===== src/rtl/clock_meter_pkg.sv =====
// Shared types and default constants for the clock period meter.
package clock_meter_pkg;

    typedef enum logic {
        WAIT_EDGE = 1'b0,
        MEASURE   = 1'b1
    } meter_state_t;

    localparam int DEF_CNT_WIDTH      = 16;
    localparam int DEF_TIMEOUT_CYCLES = 65535;
    localparam int DEF_LOCK_COUNT     = 4;
    localparam int DEF_TOLERANCE      = 1;

endpackage


===== src/rtl/sync_edge_detect.sv =====
// Two-flop synchronizer followed by an edge register; rise is high one cycle
// per synchronized rising edge of async_in.
module sync_edge_detect
    import clock_meter_pkg::*;
(
    input  logic clk,
    input  logic reset,
    input  logic async_in,
    output logic sync_out,
    output logic rise
);

    logic r_meta;
    logic r_sync;
    logic r_sync_d;

    always_ff @(posedge clk or negedge reset) begin
        if (!reset) begin
            r_meta   <= 1'b0;
            r_sync   <= 1'b0;
            r_sync_d <= 1'b0;
        end else begin
            r_meta   <= async_in;
            r_sync   <= r_meta;
            r_sync_d <= r_sync;
        end
    end

    assign sync_out = r_sync;
    assign rise     = r_sync & ~r_sync_d;

endmodule


===== src/rtl/clock_period_meter.sv =====
// Measures the period of clk_in in clk cycles and reports lock/timeout status.
// Define CLOCK_PERIOD_METER_DUTY_EN to add the high_time output.
module clock_period_meter
    import clock_meter_pkg::*;
#(
    parameter int CNT_WIDTH      = DEF_CNT_WIDTH,
    parameter int TIMEOUT_CYCLES = DEF_TIMEOUT_CYCLES,
    parameter int LOCK_COUNT     = DEF_LOCK_COUNT,
    parameter int TOLERANCE      = DEF_TOLERANCE
) (
    input  logic                 clk,
    input  logic                 reset,
    input  logic                 clk_in,
    output logic [CNT_WIDTH-1:0] period,
    output logic                 period_valid,
    output logic                 locked,
    output logic                 timeout
`ifdef CLOCK_PERIOD_METER_DUTY_EN
    ,
    output logic [CNT_WIDTH-1:0] high_time
`endif
);

    localparam int MW = $clog2(LOCK_COUNT + 1);

    localparam logic [CNT_WIDTH-1:0] ONE_C  = CNT_WIDTH'(1);
    localparam logic [CNT_WIDTH-1:0] TO_C   = CNT_WIDTH'(TIMEOUT_CYCLES);
    localparam logic [CNT_WIDTH-1:0] TOL_C  = CNT_WIDTH'(TOLERANCE);
    localparam logic [CNT_WIDTH-1:0] MAX_C  = '1;
    localparam logic [MW-1:0]        ONE_M  = MW'(1);
    localparam logic [MW-1:0]        LOCK_M = MW'(LOCK_COUNT);

    logic w_sync;
    logic w_rise;

    sync_edge_detect u_sync (
        .clk      (clk),
        .reset    (reset),
        .async_in (clk_in),
        .sync_out (w_sync),
        .rise     (w_rise)
    );

    meter_state_t         r_state;
    logic [CNT_WIDTH-1:0] r_cnt;
    logic [CNT_WIDTH-1:0] r_period;
    logic [CNT_WIDTH-1:0] r_prev;
    logic                 r_have_prev;
    logic                 r_period_valid;
    logic                 r_locked;
    logic                 r_timeout;
    logic [MW-1:0]        r_match;

`ifdef CLOCK_PERIOD_METER_DUTY_EN
    logic [CNT_WIDTH-1:0] r_high_cnt;
    logic [CNT_WIDTH-1:0] r_high_time;
    assign high_time = r_high_time;
`else
    logic w_unused_sync;
    assign w_unused_sync = w_sync;
`endif

    logic [CNT_WIDTH-1:0] w_diff;
    logic                 w_match_ok;
    logic [MW-1:0]        w_match_next;
    logic                 w_counting;
    logic                 w_to_fire;

    // A measurement only matches when a previous period from the same run exists.
    assign w_diff       = (r_cnt >= r_prev) ? (r_cnt - r_prev) : (r_prev - r_cnt);
    assign w_match_ok   = r_have_prev && (w_diff <= TOL_C);
    assign w_match_next = !w_match_ok        ? '0 :
                          (r_match == LOCK_M) ? LOCK_M : (r_match + ONE_M);

    // While timed out, the counter keeps running in WAIT_EDGE so the flag is re-armed.
    assign w_counting = (r_state == MEASURE) || r_timeout;
    assign w_to_fire  = !w_rise && w_counting && (r_cnt == TO_C);

    always_ff @(posedge clk or negedge reset) begin
        if (!reset) begin
            r_state        <= WAIT_EDGE;
            r_cnt          <= '0;
            r_period       <= '0;
            r_prev         <= '0;
            r_have_prev    <= 1'b0;
            r_period_valid <= 1'b0;
            r_locked       <= 1'b0;
            r_timeout      <= 1'b0;
            r_match        <= '0;
`ifdef CLOCK_PERIOD_METER_DUTY_EN
            r_high_cnt     <= '0;
            r_high_time    <= '0;
`endif
        end else begin
            r_period_valid <= 1'b0;
            if (w_rise) begin
                r_state   <= MEASURE;
                r_cnt     <= ONE_C;
                r_timeout <= 1'b0;
`ifdef CLOCK_PERIOD_METER_DUTY_EN
                r_high_cnt <= ONE_C;
`endif
                if (r_state == MEASURE) begin
                    r_period       <= r_cnt;
                    r_period_valid <= 1'b1;
                    r_prev         <= r_cnt;
                    r_have_prev    <= 1'b1;
                    r_match        <= w_match_next;
                    r_locked       <= (w_match_next == LOCK_M);
`ifdef CLOCK_PERIOD_METER_DUTY_EN
                    r_high_time    <= r_high_cnt;
`endif
                end
            end else if (w_to_fire) begin
                r_state     <= WAIT_EDGE;
                r_cnt       <= ONE_C;
                r_timeout   <= 1'b1;
                r_period    <= '0;
                r_locked    <= 1'b0;
                r_match     <= '0;
                r_have_prev <= 1'b0;
`ifdef CLOCK_PERIOD_METER_DUTY_EN
                r_high_time <= '0;
`endif
            end else if (w_counting) begin
                if (r_cnt != MAX_C) begin
                    r_cnt <= r_cnt + ONE_C;
                end
`ifdef CLOCK_PERIOD_METER_DUTY_EN
                if (w_sync && (r_high_cnt != MAX_C)) begin
                    r_high_cnt <= r_high_cnt + ONE_C;
                end
`endif
            end
        end
    end

    assign period       = r_period;
    assign period_valid = r_period_valid;
    assign locked       = r_locked;
    assign timeout      = r_timeout;

endmodule


===== config.mk =====
export PLATFORM = sky130hd
export DESIGN_NAME = clock_period_meter
export DESIGN_NICKNAME = d
export VERILOG_FILES = /design/src/rtl/clock_meter_pkg.sv /design/src/rtl/sync_edge_detect.sv /design/src/rtl/clock_period_meter.sv
export SDC_FILE = /design/constraint.sdc
export NUM_CORES = 1
export LEC_CHECK = 0
export ABC_AREA = 1
export BUFFER_PORTS_ARGS = -buffer_cell sky130_fd_sc_hd__buf_4
export CAP_MARGIN = 20
export CORE_MARGIN = 2
export CORE_UTILIZATION = 55
export CTS_CLUSTER_SIZE = 40
export DETAILED_ROUTE_END_ITERATION = 8
export PLACE_DENSITY = 0.78
export SLEW_MARGIN = 25
export SYNTH_ARGS = -nofsm -noshare
export SYNTH_HDL_FRONTEND = slang
export SYNTH_SLANG_ARGS = --single-unit
export TNS_END_PERCENT = 5

===== constraint.sdc =====
create_clock -name clk -period 2.55 [get_ports clk]
set_input_delay 0.51 -clock clk [delete_from_list [all_inputs] [get_ports clk]]
set_output_delay 0.51 -clock clk [all_outputs]
set_load 0.05 [all_outputs]

==> impl_results.html <==
<table>
<tr><th>Metric</th><th>Value</th></tr>
<tr><th colspan="2">Outcome</th></tr>
<tr><td>Run status</td><td>complete, no violations</td></tr>
<tr><th colspan="2">Clock tree</th></tr>
<tr><td>TritonCTS clock tree</td><td>yes</td></tr>
<tr><td>TritonCTS sink count</td><td>59</td></tr>
<tr><td>Master cell of the clock root buffer</td><td>clkbuf_8</td></tr>
<tr><td>Cts hold-fix bufs</td><td>0</td></tr>
<tr><td>Clock latency on the worst-skew pair</td><td>0.34 ns</td></tr>
<tr><td>H-tree depth reported by CTS</td><td>3</td></tr>
<tr><td>Clock buffer count from CTS</td><td>9</td></tr>
<tr><td>Post-CTS clock slew at the launch and capture registers of the worst setup and hold paths</td><td>0.07 ns</td></tr>
<tr><td>Maximum clock path buffer count</td><td>2</td></tr>
<tr><th colspan="2">Routing</th></tr>
<tr><td>DRC violation total after the first TritonRoute iteration</td><td>236</td></tr>
<tr><td>Antenna viol nets, final</td><td>0</td></tr>
<tr><td>Total number of vias</td><td>4583</td></tr>
<tr><td>First-pass iteration count of the detailed router</td><td>5</td></tr>
<tr><td>Aggregate routed wire length</td><td>12200 µm</td></tr>
<tr><td>Mean routed wirelength per cell</td><td>14.3 µm</td></tr>
<tr><td>Number of vias per cell</td><td>5.39</td></tr>
<tr><td>Drt drc</td><td>0</td></tr>
<tr><th colspan="2">Power</th></tr>
<tr><td>Int Pwr</td><td>3.04 mW</td></tr>
<tr><td>Clk network pwr share</td><td>17.7%</td></tr>
<tr><td>Logic gate share of total power</td><td>64.0%</td></tr>
<tr><td>Power consumption</td><td>6.04 mW</td></tr>
<tr><td>Switching share of power</td><td>49.7%</td></tr>
<tr><td>Leakage dissipation</td><td>2.99 nW</td></tr>
<tr><td>Peak supply drop</td><td>654 µV</td></tr>
<tr><td>Power per unit of standard cell area</td><td>1140 nW/µm²</td></tr>
<tr><td>Seq pwr share</td><td>18.4%</td></tr>
<tr><td>Net switching power of the design</td><td>3.00 mW</td></tr>
<tr><th colspan="2">Worst setup path</th></tr>
<tr><td>Register-to-register path setup slack</td><td>0.10 ns</td></tr>
<tr><td>Worst reg2reg path startpoint</td><td>r_cnt[0]</td></tr>
<tr><td>CP Capture Type</td><td>register</td></tr>
<tr><td>Largest fanout on the critical path</td><td>4</td></tr>
<tr><td>Reg2Reg Depth</td><td>19</td></tr>
<tr><td>Type of the worst setup path</td><td>reg2reg</td></tr>
<tr><td>Worst Path Arrival</td><td>2.72 ns</td></tr>
<tr><td>Element type at the critical path start</td><td>register</td></tr>
<tr><td>Endpoint of the worst-slack reg-to-reg timing path</td><td>locked</td></tr>
<tr><td>Required time of the critical path</td><td>2.82 ns</td></tr>
<tr><th colspan="2">Timing</th></tr>
<tr><td>Total count of hold-check failures in the final report</td><td>0</td></tr>
<tr><td>Top achievable clock speed</td><td>409 MHz</td></tr>
<tr><td>Final worst clock skew</td><td>0.0119 ns</td></tr>
<tr><td>Unrepaired setup endpoints after global routing</td><td>true</td></tr>
<tr><td>Number of failing setup endpoints in the final timing report</td><td>0</td></tr>
<tr><td>Relative max-transition margin</td><td>50.9%</td></tr>
<tr><td>Shortest clock period the worst path allows after layout</td><td>2.45 ns</td></tr>
<tr><td>Least-Margin Pin Slew</td><td>0.737 ns</td></tr>
<tr><td>Number of pins exceeding their max-slew limit in the final report</td><td>0</td></tr>
<tr><td>Part of the cycle the worst path needs</td><td>96.0%</td></tr>
<tr><th colspan="2">Cells and area</th></tr>
<tr><td>Core occupancy in the finished layout</td><td>64.9%</td></tr>
<tr><td>N_diodes</td><td>0</td></tr>
<tr><td>Layout Cells excl Fill</td><td>850</td></tr>
<tr><td>Total Nets Final</td><td>780</td></tr>
<tr><td>Layout cells sized above 1</td><td>15.4%</td></tr>
<tr><td>Commonest cells after routing, fill and taps aside</td><td>nand2_1, inv_1, dfrtp_1</td></tr>
<tr><td>Layout filler cell count</td><td>738</td></tr>
<tr><td>Most common library cell in the layout ignoring fill and taps</td><td>nand2_1</td></tr>
<tr><td>Area growth from synthesis to final layout</td><td>14.6%</td></tr>
<tr><th colspan="2">Floorplan</th></tr>
<tr><td>Die width</td><td>95.8 µm</td></tr>
<tr><td>I/O Pins</td><td>22</td></tr>
<tr><td>Core region area</td><td>8180 µm²</td></tr>
<tr><td>Die Outline Area</td><td>9170 µm²</td></tr>
<tr><td>Initial core utilization</td><td>56.6%</td></tr>
<tr><td>Die height</td><td>95.8 µm</td></tr>
<tr><td>Number of rows created at floorplan</td><td>33</td></tr>
<tr><th colspan="2">Synthesis</th></tr>
<tr><td>Sequential fraction of the synthesis area</td><td>31.9%</td></tr>
<tr><td>Synth area leader</td><td>dfrtp_1</td></tr>
<tr><td>Synth Area per Inst</td><td>6.57 µm²</td></tr>
<tr><td>Synth unique cells</td><td>36</td></tr>
<tr><td>Gate count of the mapped netlist</td><td>705</td></tr>
<tr><td>Total of warnings raised by yosys</td><td>0</td></tr>
<tr><td>Net count after synthesis</td><td>744</td></tr>
<tr><td>Synth area leaders</td><td>dfrtp_1, nand2_1, ha_1</td></tr>
<tr><td>Netlist Area Pre-Place</td><td>4630 µm²</td></tr>
<tr><td>Share of the synthesized area in the top cell type</td><td>31.9%</td></tr>
<tr><td>Number of synthesized register bits</td><td>59</td></tr>
<tr><th colspan="2">Hold path</th></tr>
<tr><td>Worst min-delay path class</td><td>in2async</td></tr>
<tr><th colspan="2">Global route</th></tr>
<tr><td>Global-route wire length before repair</td><td>20400 µm</td></tr>
<tr><td>Overall routing resource usage</td><td>28.8%</td></tr>
<tr><td>Largest net degree at the start of global routing</td><td>60</td></tr>
<tr><td>GRT Residual Overflow</td><td>0</td></tr>
<tr><td>Initial antenna violation count</td><td>0</td></tr>
<tr><td>Vias in the first global route</td><td>4485</td></tr>
<tr><th colspan="2">Placed design</th></tr>
<tr><td>DP Cell Count</td><td>831</td></tr>
<tr><td>Final Wtd Congestion</td><td>0.974</td></tr>
<tr><td>Quantity of I/O buffers inserted on ports</td><td>21</td></tr>
<tr><td>Final HPWL from detailed placement</td><td>9570 µm</td></tr>
<tr><th colspan="2">Job</th></tr>
<tr><td>Number of maximum-capacitance violations</td><td>0</td></tr>
</table>
[how the worst max path moves through the flow]
stage | startpoint | endpoint | slack [ns] | depth (start not counted)
2_1_floorplan | r_cnt[0] | locked | 0.36 | 16
3_3_place_gp | r_cnt[0] | r_match[0] | 0.09 | 17
3_5_place_dp | r_cnt[0] | r_match[0] | -0.008 | 17
4_1_cts | r_cnt[0] | r_match[0] | 0.01 | 15
5_1_grt | r_prev[0] | locked | -0.11 | 19
6_report | r_cnt[0] | locked | 0.10 | 19
[power by group through the flow]
stage	combinational [mW]	clock [mW]	sequential (mW)
after floorplan	2.69	0	1.22
after global placement	3.51	0	1.12
after detailed placement	3.59	0	1.12
after CTS	3.61	1.09	1.11
after global routing	4.37	1.12	1.12
final	3.86	1.07	1.11
[Yosys cell counts]
cell,instances
nor3_1,10
nor3_4,1
buf_6,1
o21ai_0,28
buf_2,5
clkbuf_1,4
inv_1,106
o22ai_1,3
a221oi_1,1
mux2i_1,1
a21oi_4,1
nand2_1,251
nor2_4,4
dfrtp_1,59
fa_1,2
nand4_1,14
buf_4,1
a21oi_2,2
nor2_2,3
a211oi_1,1
a21oi_1,22
o211a_1,1
inv_2,12
nand3_1,54
or2_2,1
clkinv_1,1
and2_1,1
nor4_1,1
a31oi_1,1
and3_1,1
ha_1,34
nor2_1,54
xor2_1,7
o21bai_1,1
nand3_4,1
nand2_2,15
[metal layers]
layer  track usage (%)  wire, µm  up-vias
met5                 0         0        -
met4              8.81       283        0
met3              4.86       720       22
met2              48.2      5610      148
met1              38.3      5540     2144
li1                  -         -     2269
[worst max-delay path: stages, from the launching register on]
cell	delay (ns)
dfrtp_2	0.43
inv_2	0.07
ha_4	0.12
inv_2	0.04
fa_2	0.42
inv_2	0.07
nand2_2	0.04
a21oi_2	0.12
nand2_1	0.07
nor2_2	0.11
nand2_1	0.08
nor2_2	0.13
nand2_1	0.07
nor2_1	0.10
nand2_1	0.10
nand2_1	0.08
nand2_1	0.06
nor2_2	0.12
nand4_1	0.08
nand2_1	0.07
[repair_timing]
action                                 4_1_cts  5_1_grt
endpoints found under the hold margin        0        0
setup endpoints to repair                    2        4
buffers inserted                             0        4
resized for setup                            1       25
pin swaps                                    0       14
[sequential cells by signal, summed over array words and instances, names as in the netlist]
register and flops:
timeout 1, u_sync.sync_out 1, r_state 1, r_prev 16, period_valid 1, u_sync.r_sync_d 1, r_cnt 16, u_sync.r_meta 1
period 16, r_match 3, locked 1, r_have_prev 1
[area by class of cell]
cell class | instances | area [µm²] | area share, %
multi-input cells | 516 | 2730 | 51.5
flip-flops and latches | 59 | 1480 | 27.8
inverters | 119 | 447 | 8.42
repair buffers | 36 | 270 | 5.09
clock buffers | 11 | 151 | 2.85
well taps | 105 | 131 | 2.48
clock inverters | 4 | 97.6 | 1.84
[through the flow]
step	hold WS (ns)	TNS, ns	instance area, µm²	setup slack [ns]
2_1_floorplan	0.214	0	4630	0.364
3_3_place_gp	0.338	0	4950	0.0872
3_5_place_dp	0.352	-0.00847	4950	-0.00847
4_1_cts	0.248	0	5200	0.0106
5_1_grt	0.258	-0.342	5310	-0.108
6_report	0.223	0	5310	0.103
[cell families (layout without fill, tap and decap cells)]
logic type / Yosys count / after routing / synth area share, %
xor+xnor: 7 / 7 / 1.32
simple gates: 411 / 411 / 38.2
compound gates: 61 / 61 / 7.40
fa+ha+maj: 36 / 36 / 10.1
mux: 1 / 1 / 0.216
buf+inv: 130 / 170 / 10.9
flops: 59 / 59 / 31.9
(Power assumes the default switching activity.)
